File: src/rtl/reg_bank_pkg.sv
`default_nettype none
// ============================================================================
// Module   : reg_bank_pkg
// Purpose  : Shared types and helpers for the reg_bank_cp register bank.
//            Defines the per-channel operation encoding and the fixed
//            priority selector CLR > PRE > LOAD > HOLD.
// Revision : 1.0 - initial release
// ============================================================================
package reg_bank_pkg;

  typedef enum logic [1:0] {
    OP_HOLD = 2'd0,
    OP_LOAD = 2'd1,
    OP_PRE  = 2'd2,
    OP_CLR  = 2'd3
  } chan_op_t;

  // Fixed-priority operation select for one channel. freeze only inhibits
  // LOAD; clear and preset still take effect while frozen.
  function automatic chan_op_t chan_op_sel(input logic clr,
                                           input logic pre,
                                           input logic ena,
                                           input logic freeze);
    chan_op_t op;
    if (clr)                op = OP_CLR;
    else if (pre)           op = OP_PRE;
    else if (ena && !freeze) op = OP_LOAD;
    else                    op = OP_HOLD;
    return op;
  endfunction

endpackage
`default_nettype wire

File: src/rtl/reg_chan.sv
`default_nettype none
// ============================================================================
// Module   : reg_chan
// Purpose  : One channel of the register bank: value register with
//            clear/preset/load, sticky change flag, clear+preset conflict
//            pulse and a saturating update counter.
// Ports    : clk, rst      - clock, asynchronous active-high reset
//            i_d           - load data
//            i_ena         - load enable
//            i_clr, i_pre  - synchronous clear / preset
//            i_freeze      - load inhibit
//            i_chg_ack     - clears the sticky change flag
//            o_q           - channel value
//            o_chg         - sticky "value changed" flag
//            o_conflict    - one-cycle pulse after clr and pre together
//            o_upd_cnt     - saturating count of changing edges
// Revision : 1.0 - initial release
// ============================================================================
module reg_chan
  import reg_bank_pkg::*;
#(
  parameter int             WIDTH      = 8,
  parameter logic [WIDTH-1:0] RESET_VAL  = '0,
  parameter logic [WIDTH-1:0] PRESET_VAL = '1,
  parameter int             CNT_W      = 4
) (
  input  logic             clk,
  input  logic             rst,
  input  logic [WIDTH-1:0] i_d,
  input  logic             i_ena,
  input  logic             i_clr,
  input  logic             i_pre,
  input  logic             i_freeze,
  input  logic             i_chg_ack,
  output logic [WIDTH-1:0] o_q,
  output logic             o_chg,
  output logic             o_conflict,
  output logic [CNT_W-1:0] o_upd_cnt
);

  localparam logic [CNT_W-1:0] C_CNT_MAX = '1;

  logic [WIDTH-1:0] r_q;
  logic             r_chg;
  logic             r_conflict;
  logic [CNT_W-1:0] r_cnt;

  chan_op_t         w_op;
  logic [WIDTH-1:0] w_q_nxt;
  logic             w_changed;

  assign w_op = chan_op_sel(i_clr, i_pre, i_ena, i_freeze);

  always_comb begin
    w_q_nxt = r_q;
    case (w_op)
      OP_CLR:  w_q_nxt = '0;
      OP_PRE:  w_q_nxt = PRESET_VAL;
      OP_LOAD: w_q_nxt = i_d;
      default: w_q_nxt = r_q;
    endcase
  end

  // Writing the value already held is not a change.
  assign w_changed = (w_q_nxt != r_q);

  always_ff @(posedge clk or posedge rst) begin
    if (rst) begin
      r_q        <= RESET_VAL;
      r_chg      <= 1'b0;
      r_conflict <= 1'b0;
      r_cnt      <= '0;
    end else begin
      r_q        <= w_q_nxt;
      r_conflict <= i_clr & i_pre;
      // A change on the same edge as an ack keeps the flag set.
      if (w_changed)
        r_chg <= 1'b1;
      else if (i_chg_ack)
        r_chg <= 1'b0;
      if (w_changed && (r_cnt != C_CNT_MAX))
        r_cnt <= r_cnt + 1'b1;
    end
  end

  assign o_q        = r_q;
  assign o_chg      = r_chg;
  assign o_conflict = r_conflict;
  assign o_upd_cnt  = r_cnt;

endmodule
`default_nettype wire

File: src/rtl/reg_bank_cp.sv
`default_nettype none
// ============================================================================
// Module   : reg_bank_cp
// Purpose  : Bank of N independent WIDTH-bit registers with per-channel
//            load/clear/preset, change tracking and update counting. A global
//            freeze inhibits loads on all channels.
// Ports    : clk, rst  - clock, asynchronous active-high reset
//            d         - load data, channel i at d[i*WIDTH +: WIDTH]
//            ena       - per-channel load enable
//            clr, pre  - per-channel synchronous clear / preset
//            freeze    - global load inhibit
//            chg_ack   - per-channel clear of chg
//            q         - channel values
//            chg       - sticky change flags
//            conflict  - one-cycle clr+pre pulses
//            upd_cnt   - per-channel saturating update counts
// Revision : 1.0 - initial release
// ============================================================================
module reg_bank_cp
  import reg_bank_pkg::*;
#(
  parameter int               N          = 4,
  parameter int               WIDTH      = 8,
  parameter logic [WIDTH-1:0] RESET_VAL  = '0,
  parameter logic [WIDTH-1:0] PRESET_VAL = '1,
  parameter int               CNT_W      = 4
) (
  input  logic               clk,
  input  logic               rst,
  input  logic [N*WIDTH-1:0] d,
  input  logic [N-1:0]       ena,
  input  logic [N-1:0]       clr,
  input  logic [N-1:0]       pre,
  input  logic               freeze,
  input  logic [N-1:0]       chg_ack,
  output logic [N*WIDTH-1:0] q,
  output logic [N-1:0]       chg,
  output logic [N-1:0]       conflict,
  output logic [N*CNT_W-1:0] upd_cnt
);

  for (genvar gi = 0; gi < N; gi++) begin : g_chan
    reg_chan #(
      .WIDTH      (WIDTH),
      .RESET_VAL  (RESET_VAL),
      .PRESET_VAL (PRESET_VAL),
      .CNT_W      (CNT_W)
    ) u_chan (
      .clk        (clk),
      .rst        (rst),
      .i_d        (d[gi*WIDTH +: WIDTH]),
      .i_ena      (ena[gi]),
      .i_clr      (clr[gi]),
      .i_pre      (pre[gi]),
      .i_freeze   (freeze),
      .i_chg_ack  (chg_ack[gi]),
      .o_q        (q[gi*WIDTH +: WIDTH]),
      .o_chg      (chg[gi]),
      .o_conflict (conflict[gi]),
      .o_upd_cnt  (upd_cnt[gi*CNT_W +: CNT_W])
    );
  end

endmodule
`default_nettype wire

File: config.mk
export PLATFORM = sky130hd
export DESIGN_NAME = reg_bank_cp
export DESIGN_NICKNAME = d
export VERILOG_FILES = /design/src/rtl/reg_bank_pkg.sv /design/src/rtl/reg_chan.sv /design/src/rtl/reg_bank_cp.sv
export SDC_FILE = /design/constraint.sdc
export NUM_CORES = 1
export LEC_CHECK = 0
export ABC_AREA = 1
export CELL_PAD_IN_SITES_DETAIL_PLACEMENT = 1
export CELL_PAD_IN_SITES_GLOBAL_PLACEMENT = 1
export CORE_AREA = 2 2 106 108
export DETAILED_ROUTE_END_ITERATION = 10
export DIE_AREA = 0 0 108 110
export GPL_TIMING_DRIVEN = 0
export PLACE_DENSITY = 0.76
export REMOVE_ABC_BUFFERS = 1
export SYNTH_ARGS = -nofsm -noshare
export SYNTH_HDL_FRONTEND = slang
export SYNTH_SLANG_ARGS = --single-unit
File: constraint.sdc
create_clock -name clk -period 2 [get_ports clk]
set_input_delay 0.2 -clock clk [delete_from_list [all_inputs] [get_ports clk]]
set_output_delay 0.2 -clock clk [all_outputs]
set_load 0.02 [all_outputs]
== Word level (Yosys, flattened, before mapping) ==
Index checks and enable logic that the tools add are counted.

* Add/sub/neg operators: 4
* Equality and inequality tests: 20
* Mux-type cells: 24
* Bitwise gates (word level): 4
* Reduce and logical (&&, ||, !) cells: 13

{| class="wikitable"
|+ Operators by type and width
! kind !! number
|-
| 8-bit one-hot mux with 3 select lines || 4
|-
| 8-bit != test || 4
|-
| 4-bit by 1-bit adder with 4-bit output (second input constant) || 4
|-
| 2-bit == test (second input constant) || 8
|-
| 2-bit two-way mux || 8
|-
| 4-bit != test (second input constant) || 4
|-
| 1-bit two-way mux || 12
|-
| 2-bit by 1-bit == test with 1-bit output (second input constant) || 4
|-
| 1-bit logical AND || 8
|-
| 2-bit nonzero test || 4
|-
| 1-bit bitwise AND || 4
|-
| 1-bit zero test || 1
|}

* Flip-flop bits (word level): 56

== Longest topological paths before layout ==
Gate-level depths: netlist of the first run.

* Depth after elaboration: 9
* Gate-level depth with buffers: 14
* Gate-level depth less buffers: 14

== Cells and area by module ==
A second synthesis of the first run with hierarchy kept.

* Cell total of the unflattened synthesis: 516
* Area, all modules: 3543.4 um^2

{| class="wikitable"
|+ Modules (own cells, without submodules)
! module !! times used !! cells an instance !! area an instance (um^2)
|-
| reg_chan || 4 || 129 || 885.8
|}

== Worst setup path before layout of the first run ==
Ideal clock, no wire load.

* Path type: register to register
* Start: reg g_chan[0].u_chan.r_q[1]
* End: reg g_chan[0].u_chan.r_cnt[2]
* Setup time: 65 ps
* Arrival: 1272 ps
* Required time: 1935 ps
* Setup slack: 662 ps
* Cell stages (with the launch flop): 12
* Path buffers: 0
* Clock period less this slack: 1338 ps
* Cell sequence: dfrtp_1 inv_1 nand3_1 nand3_1 nand2_1 nand2_1 nand2_1 nor2_2 nand2_2 nand2_2 nand2_1 nand2_1

* Cells in the longest elaborated chain, start to end: 3

{| class="wikitable"
|+ RTL lines
! element !! line !! source
|-
| from (decl) || reg_chan.sv:43 || <nowiki>logic [WIDTH-1:0] r_q;</nowiki>
|-
| from (signal assigned) || reg_chan.sv:74 || <nowiki>r_q <= w_q_nxt;</nowiki>
|-
| 8-bit one-hot mux with 3 select lines || reg_chan.sv:56 || <nowiki>case (w_op)</nowiki>
|-
| 8-bit != test * || reg_chan.sv:65 || <nowiki>assign w_changed = (w_q_nxt != r_q);</nowiki>
|-
| 1-bit logical AND * || reg_chan.sv:81 || <nowiki>if (w_changed && (r_cnt != C_CNT_MAX))</nowiki>
|-
| to (signal assigned) || reg_chan.sv:82 || <nowiki>r_cnt <= r_cnt + 1'b1;</nowiki>
|-
| to (decl) || reg_chan.sv:46 || <nowiki>logic [CNT_W-1:0] r_cnt;</nowiki>
|}

Mark *: on every way between the ends. The rest lies on a longest branch, timed or not.
A chain may end at the register's enable or synchronous reset.

== Worst setup path after layout of the first run ==
* Start: in freeze
* End: reg g_chan[0].u_chan.r_cnt[2]

* Cells in the longest elaborated chain, start to end: 9
* Elaborated cells on any way between the ends: 11
* Those cells by class: eq/ne (4); mux (4); reduce/logical (3)

{| class="wikitable"
|+ RTL lines
! element !! line !! source
|-
| from (decl) || reg_bank_cp.sv:34 || <nowiki>input logic freeze,</nowiki>
|-
| 1-bit zero test * || reg_bank_pkg.sv:27 || <nowiki>else if (ena && !freeze) op = OP_LOAD;</nowiki>
|-
| 1-bit logical AND * || reg_bank_pkg.sv:27 ||
|-
| 1-bit two-way mux * || reg_bank_pkg.sv:27 ||
|-
| 2-bit two-way mux * || reg_bank_pkg.sv:26 || <nowiki>else if (pre) op = OP_PRE;</nowiki>
|-
| 2-bit two-way mux * || reg_bank_pkg.sv:25 || <nowiki>if (clr) op = OP_CLR;</nowiki>
|-
| 2-bit by 1-bit == test with 1-bit output / 2-bit == test (equally long branches) || reg_chan.sv:56 ||
|-
| 8-bit one-hot mux with 3 select lines * || reg_chan.sv:56 ||
|-
| 8-bit != test * || reg_chan.sv:65 ||
|-
| 1-bit logical AND * || reg_chan.sv:81 ||
|}

Marked as above.

==> impl_metrics.prom, run 1 <==
# TYPE chip_impl_metric gauge
chip_impl_info{name="run_status",value="finished clean"} 1
chip_impl_metric{name="critical_path_buf_inv_count",unit=""} 2
chip_impl_metric{name="seq_area",unit="mm²"} 0.00140
chip_impl_info{name="critPathSlowestCell",value="sky130_fd_sc_hd__clkdlybuf4s50_1"} 1
chip_impl_metric{name="async_flop_share",unit="%"} 100
chip_impl_metric{name="grt_antenna_before_repair",unit=""} 0
chip_impl_metric{name="final_antenna_net_count",unit=""} 0
chip_impl_metric{name="post_route_non_filler_standard_cell_count",unit=""} 753
chip_impl_metric{name="timing.critical_path.fanout_max",unit=""} 10
chip_impl_metric{name="leakage",unit="µW"} 0.00256
chip_impl_metric{name="n_antenna_cell",unit=""} 0
chip_impl_metric{name="grt_first_pass_wirelength",unit="mm"} 17.3
chip_impl_info{name="tritoncts",value="done"} 1
chip_impl_metric{name="max_freq",unit="MHz"} 540
chip_impl_metric{name="first_global_vias",unit=""} 3808
chip_impl_metric{name="placement_rows",unit=""} 38
chip_impl_metric{name="num_io_pins",unit=""} 107
chip_impl_metric{name="globalplace.congestion",unit=""} 0.799
chip_impl_metric{name="timing.final.crit_period",unit="ns"} 1.85
chip_impl_metric{name="max-vdd-ir-drop",unit="mV"} 0.435
chip_impl_metric{name="fillerInstances",unit=""} 1356
chip_impl_metric{name="route.detailed.vias_per_inst",unit=""} 4.72
chip_impl_metric{name="clock-skew-final",unit="ns"} 0.00414
chip_impl_metric{name="cts_clk_pin_slew_worst_paths",unit="ns"} 0.10
chip_impl_metric{name="power.density_cell_area",unit="mW/mm²"} 887
chip_impl_metric{name="firstDrtPassIters",unit=""} 4
chip_impl_metric{name="synthDistinctLibCells",unit=""} 22
chip_impl_metric{name="drt_wl_total",unit="mm"} 10.2
chip_impl_metric{name="p_seq_share",unit="%"} 38.5
chip_impl_metric{name="wl_per_cell",unit="µm"} 13.6
chip_impl_info{name="min_path_type",value="primary input to async pin"} 1
chip_impl_metric{name="final_layout_size_suffix_gt1_share",unit="%"} 6.20
chip_impl_info{name="worstSetupEndpointType",value="flop"} 1
chip_impl_metric{name="design.final.nets",unit=""} 668
chip_impl_metric{name="multi_input_area",unit="mm²"} 0.00165
chip_impl_info{name="critical_path.cell_chain",value="clkdlybuf4s50_1, clkinv_4, nand2_4, nand3_1, nand3_1, nand2_1, nand2_1, nand2_1, nor2_2, nand2_2, nand2_2, nand2_1, nand2_1"} 1
chip_impl_metric{name="power.combinational.fraction",unit="%"} 45.0
chip_impl_metric{name="largest_net_degree_at_the_start_of_global_routing",unit=""} 35
chip_impl_metric{name="bufs_on_longest_clock_path",unit=""} 2
chip_impl_metric{name="slew-limit-headroom",unit="%"} 46.0
chip_impl_metric{name="setup_viol",unit=""} 0
chip_impl_metric{name="fp.dieArea",unit="mm²"} 0.0119
chip_impl_metric{name="final_min_period_over_clock_period",unit="%"} 92.6
chip_impl_metric{name="post_cts_resized",unit=""} 0
chip_impl_metric{name="dieWidth",unit="µm"} 108
chip_impl_metric{name="cp_slowest_stage_delay",unit="ns"} 0.58
chip_impl_metric{name="overflow_left_after_global_routing",unit=""} 0
chip_impl_metric{name="p_clk_share",unit="%"} 16.5
chip_impl_info{name="postSynth.topFlopCell",value="sky130_fd_sc_hd__dfrtp_1"} 1
chip_impl_metric{name="tightestPinTransition",unit="ns"} 0.810
chip_impl_metric{name="initial_core_utilization",unit="%"} 32.7
chip_impl_metric{name="cts_setup_buffers",unit=""} 0
chip_impl_metric{name="timing.max_cap.violations",unit=""} 0
chip_impl_metric{name="die_height",unit="µm"} 110
chip_impl_metric{name="avgSynthCellArea",unit="µm²"} 6.85
chip_impl_metric{name="hold_viol_final",unit=""} 0
chip_impl_metric{name="worstPathArrival",unit="ns"} 2.11
chip_impl_info{name="synth_top_cells_by_area",value="sky130_fd_sc_hd__dfrtp_1, sky130_fd_sc_hd__nand2_1, sky130_fd_sc_hd__inv_1"} 1
chip_impl_metric{name="cts_inserted_buffers",unit=""} 5
chip_impl_metric{name="placed_cell_area",unit="mm²"} 0.00467
chip_impl_metric{name="post_synth_inst_count",unit=""} 511
chip_impl_metric{name="yosysTopAreaCellShare",unit="%"} 40.0
chip_impl_metric{name="yosys_warnings",unit=""} 0
chip_impl_metric{name="area.growth.synth_to_final",unit="%"} 36.7
chip_impl_info{name="cpMostUsedCell",value="sky130_fd_sc_hd__nand2_1"} 1
chip_impl_metric{name="ctsHoldBuffers",unit=""} 0
chip_impl_metric{name="cp_num_cells",unit=""} 13
chip_impl_metric{name="ys_seq_area_share",unit="%"} 40.0
chip_impl_info{name="grt_setup_unrepaired",value="no"} 1
chip_impl_metric{name="floorplan.core_area",unit="mm²"} 0.0107
chip_impl_metric{name="clock_latency",unit="ns"} 0.32
chip_impl_info{name="worstSetupPathType",value="primary input to flop"} 1
chip_impl_metric{name="gr-usage-all-layers",unit="%"} 17.9
chip_impl_info{name="critical_path_source_type",value="primary input"} 1
chip_impl_metric{name="worstRegToRegCells",unit=""} 11
chip_impl_metric{name="intPower",unit="µW"} 2570
chip_impl_metric{name="timing_max_transition_violations_final",unit=""} 0
chip_impl_metric{name="place.detailed.hpwl",unit="mm"} 7.99
chip_impl_metric{name="detailroute.via_count",unit=""} 3551
chip_impl_metric{name="critical_path_required",unit="ns"} 2.26
chip_impl_metric{name="cts_htree_levels",unit=""} 2
chip_impl_metric{name="detailedRoute.firstIterationViolations",unit=""} 98
chip_impl_metric{name="drc_errors_left",unit=""} 0
chip_impl_info{name="path_delay_family",value="simple AND/OR/NAND/NOR gates"} 1
chip_impl_info{name="yosys.cell_count.top_type",value="sky130_fd_sc_hd__nand2_1"} 1
chip_impl_metric{name="synthesis.area",unit="mm²"} 0.00350
chip_impl_info{name="synth_top_cell_by_area",value="sky130_fd_sc_hd__dfrtp_1"} 1
chip_impl_metric{name="switching_power",unit="µW"} 1680
chip_impl_info{name="cts.root.buffer_cell",value="sky130_fd_sc_hd__clkbuf_8"} 1
chip_impl_metric{name="power.share.switching",unit="%"} 39.5
chip_impl_metric{name="numPortBuffers",unit=""} 106
chip_impl_metric{name="synth-seq-cells",unit=""} 56
chip_impl_metric{name="cts.sink_count",unit=""} 56
chip_impl_metric{name="synth-edff-count",unit=""} 0
chip_impl_info{name="synth.top_cells.by_count",value="sky130_fd_sc_hd__nand2_1, sky130_fd_sc_hd__inv_1, sky130_fd_sc_hd__nand3_1"} 1
chip_impl_metric{name="final_design_instance_area_without_fill",unit="mm²"} 0.00478
chip_impl_metric{name="placed_cells",unit=""} 746
sequential cells by signal (all words and copies together) (netlist names):
name	flops
g_chan.u_chan.o_q	32
g_chan.u_chan.o_upd_cnt	16
g_chan.u_chan.o_chg	4
g_chan.u_chan.o_conflict	4
power groups by stage:
stage               clock network (µW)  registers [µW]  logic (µW)
global route                       768            1680        2140
finish                             702            1630        1910
detailed placement                   0            1660        1930
CTS                                745            1640        1940
global placement                     0            1640        1850
floorplan                            0            1880         847
layout by cell type, fill, tap and decap left out, drive strengths merged:
cell type	netlist	layout
dfrtp	56	56
nor2	29	29
clkdlybuf4s50	0	106
a31oi	1	1
inv	101	100
xor2	1	1
xnor2	4	4
nand2	207	207
o211ai	4	4
ha	4	4
clkinv	0	1
nand3b	6	6
clkbuf	0	7
nand3	71	71
nand4	15	15
buf	12	1
cell families (layout without fill, tap and decap cells):
group,Yosys count,after routing,share of synthesized area (%)
adders and majority gates,4,4,1.43
xor gates and xnor gates,5,5,1.25
and+or+nand+nor,328,328,42.9
AOI/OAI and AO/OA,5,5,1.04
buffers and inverters,113,215,13.3
DFF,56,56,40.0
routing by layer:
| metal | part of all wire (%) | vias to the layer above | track usage (%) |
|---|---|---|---|
| met4 | 0.90 | 0 | 3.75 |
| met2 | 53 | 62 | 34.5 |
| met5 | 0 | - | 0 |
| met3 | 3.3 | 6 | 2.70 |
| li1 | - | 1763 | - |
| met1 | 43 | 1720 | 21.0 |
stage by stage:
step           hold WS (ns)  total power [µW]  setup slack (ns)  utilization [%]  setup TNS (ns)
4_1_cts               0.373              4330             0.140             44.6               0
3_3_place_gp          0.514              3490            -0.945             43.5          -54.75
6_report              0.350              4240             0.147             44.7               0
3_5_place_dp          0.521              3590            -0.201             43.7           -2.90
5_1_grt               0.417              4590           0.00103             44.7               0
2_1_floorplan         0.300              2730             0.429                -               0
final timing paths:
check	start	to	slack [ns]
max	freeze	g_chan[0].u_chan.o_upd_cnt[2]	0.15
min	rst	g_chan[3].u_chan.o_conflict	0.35
max reg2reg	g_chan[0].u_chan.o_q[0]	g_chan[0].u_chan.o_upd_cnt[2]	0.50
min reg2reg	g_chan[1].u_chan.o_upd_cnt[1]	g_chan[1].u_chan.o_upd_cnt[1]	0.54
max in group asynchronous	rst	g_chan[1].u_chan.o_q[0]	1.04
min in group clk	chg_ack[3]	g_chan[3].u_chan.o_chg	0.47
final cells by class:
class / instances / area share, %
Multi-Input combinational cell: 342 / 34.4
Timing Repair Buffer: 107 / 22.6
Sequential cell: 56 / 29.3
Clock buffer: 7 / 2.01
Tap cell: 140 / 3.66
Inverter: 101 / 8.03
No activity file was read; power rests on OpenSTA's default activity.
==> run 2, diff against run 1 <==
--- a/config.mk
+++ b/config.mk
@@ -9,6 +9,7 @@
 export CELL_PAD_IN_SITES_DETAIL_PLACEMENT = 1
 export CELL_PAD_IN_SITES_GLOBAL_PLACEMENT = 1
 export CORE_AREA = 2 2 106 108
+export CTS_BUF_LIST = sky130_fd_sc_hd__clkbuf_4 sky130_fd_sc_hd__clkbuf_8 sky130_fd_sc_hd__clkbuf_16
 export DETAILED_ROUTE_END_ITERATION = 10
 export DIE_AREA = 0 0 108 110
 export GPL_TIMING_DRIVEN = 0
==> results of run 2 <==
Final layout, timing and power as in run 1 (identical DEF).
==> run 3, diff against run 2 <==
==> constraint.sdc (replaced) <==
create_clock -name clk -period 1.75 [get_ports clk]
set_input_delay 0.175 -clock clk [delete_from_list [all_inputs] [get_ports clk]]
set_output_delay 0.175 -clock clk [all_outputs]
set_load 0.02 [all_outputs]
==> impl_metrics.prom, run 3 (synthesis results as in run 1) <==
# TYPE chip_impl_metric gauge
chip_impl_metric{name="timing_max_transition_violations_final",unit=""} 0
chip_impl_metric{name="cts_clk_pin_slew_worst_paths",unit="ns"} 0.11
chip_impl_metric{name="first_global_vias",unit=""} 3812
chip_impl_metric{name="critical_path_buf_inv_count",unit=""} 1
chip_impl_metric{name="total_power",unit="µW"} 4890
chip_impl_metric{name="fillerInstances",unit=""} 1351
chip_impl_metric{name="ctsHoldBuffers",unit=""} 0
chip_impl_metric{name="numPortBuffers",unit=""} 106
chip_impl_metric{name="setup_viol",unit=""} 0
chip_impl_metric{name="design.final.nets",unit=""} 676
chip_impl_metric{name="detailroute.via_count",unit=""} 3600
chip_impl_metric{name="area.growth.synth_to_final",unit="%"} 40.7
chip_impl_metric{name="clock_latency",unit="ns"} 0.32
chip_impl_metric{name="die_height",unit="µm"} 110
chip_impl_metric{name="leakage",unit="µW"} 0.00267
chip_impl_metric{name="timing.max_cap.violations",unit=""} 0
chip_impl_metric{name="dieWidth",unit="µm"} 108
chip_impl_metric{name="max-vdd-ir-drop",unit="mV"} 0.497
chip_impl_metric{name="bufs_on_longest_clock_path",unit=""} 2
chip_impl_metric{name="final_antenna_net_count",unit=""} 0
chip_impl_info{name="tritoncts",value="done"} 1
chip_impl_metric{name="placed_cell_area",unit="mm²"} 0.00467
chip_impl_metric{name="gr-usage-all-layers",unit="%"} 18.0
chip_impl_metric{name="fp.dieArea",unit="mm²"} 0.0119
chip_impl_info{name="most_common_cell_after_layout_fill_and_taps_aside",value="sky130_fd_sc_hd__nand2_1"} 1
chip_impl_metric{name="worstPathArrival",unit="ns"} 1.43
chip_impl_metric{name="slew-limit-headroom",unit="%"} 45.4
chip_impl_info{name="critPathSlowestCell",value="sky130_fd_sc_hd__clkdlybuf4s50_1"} 1
chip_impl_info{name="most-common-layout-cells",value="sky130_fd_sc_hd__nand2_1, sky130_fd_sc_hd__clkdlybuf4s50_1, sky130_fd_sc_hd__inv_1"} 1
chip_impl_metric{name="detailedRoute.firstIterationViolations",unit=""} 79
chip_impl_metric{name="fin_ws",unit="ns"} 0.142
chip_impl_metric{name="place.detailed.hpwl",unit="mm"} 7.99
chip_impl_info{name="worstSetupPathType",value="flop to primary output"} 1
chip_impl_metric{name="initial_core_utilization",unit="%"} 32.7
chip_impl_metric{name="final_min_period_over_clock_period",unit="%"} 91.9
chip_impl_metric{name="timing.final.crit_period",unit="ns"} 1.61
chip_impl_metric{name="cp_slowest_stage_delay",unit="ns"} 0.65
chip_impl_metric{name="n_antenna_cell",unit=""} 0
chip_impl_metric{name="floorplan.core_area",unit="mm²"} 0.0107
chip_impl_info{name="run_status",value="finished clean"} 1
chip_impl_info{name="grt_setup_unrepaired",value="no"} 1
chip_impl_metric{name="drc_errors_left",unit=""} 0
chip_impl_info{name="critical_path_source_type",value="flop"} 1
chip_impl_metric{name="cts_htree_levels",unit=""} 2
chip_impl_metric{name="hold_viol_final",unit=""} 0
chip_impl_metric{name="detailedPlace.worstSlack",unit="ns"} -0.426
chip_impl_metric{name="overflow_left_after_global_routing",unit=""} 0
chip_impl_metric{name="cts.sink_count",unit=""} 56
chip_impl_metric{name="cts_inserted_buffers",unit=""} 5
chip_impl_metric{name="power.density_cell_area",unit="mW/mm²"} 993
chip_impl_metric{name="final_layout_size_suffix_gt1_share",unit="%"} 8.21
chip_impl_metric{name="tightestPinTransition",unit="ns"} 0.818
chip_impl_metric{name="largest_reg_flops",unit=""} 32
chip_impl_metric{name="final_design_instance_area_without_fill",unit="mm²"} 0.00492
chip_impl_metric{name="grt_antenna_before_repair",unit=""} 0
chip_impl_metric{name="placement_rows",unit=""} 38
chip_impl_metric{name="num_io_pins",unit=""} 107
chip_impl_metric{name="timing.critical_path.fanout_max",unit=""} 5
chip_impl_metric{name="route.detailed.vias_per_inst",unit=""} 4.73
chip_impl_info{name="worstSetupEndpointType",value="primary output"} 1
chip_impl_info{name="min_path_type",value="primary input to flop"} 1
chip_impl_metric{name="max_freq",unit="MHz"} 622
chip_impl_metric{name="clock-skew-final",unit="ns"} 0.00532
chip_impl_metric{name="largest_net_degree_at_the_start_of_global_routing",unit=""} 35
chip_impl_info{name="path_delay_family",value="buffers and inverters"} 1
chip_impl_metric{name="drt_wl_total",unit="mm"} 10.5
chip_impl_metric{name="grt_first_pass_wirelength",unit="mm"} 17.3
chip_impl_info{name="cts.root.buffer_cell",value="sky130_fd_sc_hd__clkbuf_8"} 1
chip_impl_info{name="critical_path.cell_chain",value="clkdlybuf4s50_1"} 1
chip_impl_metric{name="wl_per_cell",unit="µm"} 13.7
chip_impl_metric{name="globalplace.congestion",unit=""} 0.799
chip_impl_metric{name="critical_path_required",unit="ns"} 1.57
chip_impl_metric{name="firstDrtPassIters",unit=""} 4
==> run 3: changes by cell type in the layout (fill, tap and decap cells not counted), sizes merged <==
| cell | previous run | this run |
|---|---|---|
| clkdlybuf4s50 | 106 | 98 |
| buf | 1 | 8 |
| dlymetal6s2s | 0 | 7 |
| clkinvlp | 0 | 2 |
| inv | 100 | 98 |
| dlygate4sd2 | 0 | 1 |
| nor2 | 29 | 30 |
==> run 3: path summary, 6_finish.rpt <==
path / to / depth (start not counted) / slack, ns / start
setup / recovery: upd_cnt[2] / 1 / 0.14 / g_chan[0].u_chan.o_upd_cnt[2]
hold / removal: g_chan[3].u_chan.o_conflict / 3 / 0.18 / pre[3]
setup reg to reg: g_chan[0].u_chan.o_upd_cnt[2] / 11 / 0.27 / g_chan[0].u_chan.o_q[0]
hold reg to reg: g_chan[1].u_chan.o_upd_cnt[1] / 2 / 0.54 / g_chan[1].u_chan.o_upd_cnt[1]
max in group asynchronous: g_chan[1].u_chan.o_q[0] / 3 / 0.81 / rst
min in group asynchronous: g_chan[3].u_chan.o_conflict / 2 / 0.33 / rst
==> run 3: area by class of cell <==
type	count	area [µm²]	area share, %
Clock buffer	7	96.3	1.96
Inverter	101	392	7.95
Sequential cell	56	1400	28.5
Multi-Input combinational cell	343	1670	34.0
Timing Repair Buffer	114	1190	24.1
Tap cell	140	175	3.56
==> run 3: through the flow <==
stage                     setup TNS [ns]  utilization [%]  cells  hold WS (ns)
after floorplan                        0                -    499         0.275
after global placement            -71.73             43.5    745         0.514
after detailed placement           -7.38             43.7    746         0.521
after CTS                              0             45.1    756         0.348
after global routing                   0             46.0    761         0.185
final                                  0             46.0    761         0.179
==> run 3: repair_timing <==
| action | 4_1_cts | 5_1_grt |
|---|---|---|
| endpoints found under the setup margin | 16 | 16 |
| setup buffers | 2 | 5 |
| pin swaps | 1 | 3 |
| resized for setup | 7 | 12 |
| gates cloned | 1 | 0 |
==> run 3: layer usage <==
layer,vias to the layer above,wire length [µm],GRT usage (%)
met3,6,379,2.65
met4,0,94,3.66
met2,73,5550,34.7
met5,-,0,0
met1,1747,4430,21.2
li1,1774,-,-
==> run 3: where the power goes <==
part           internal, µW  total [µW]  switching [µW]
clock network           355         811             456
registers              1570        1870             300
logic                  1030        2210            1180
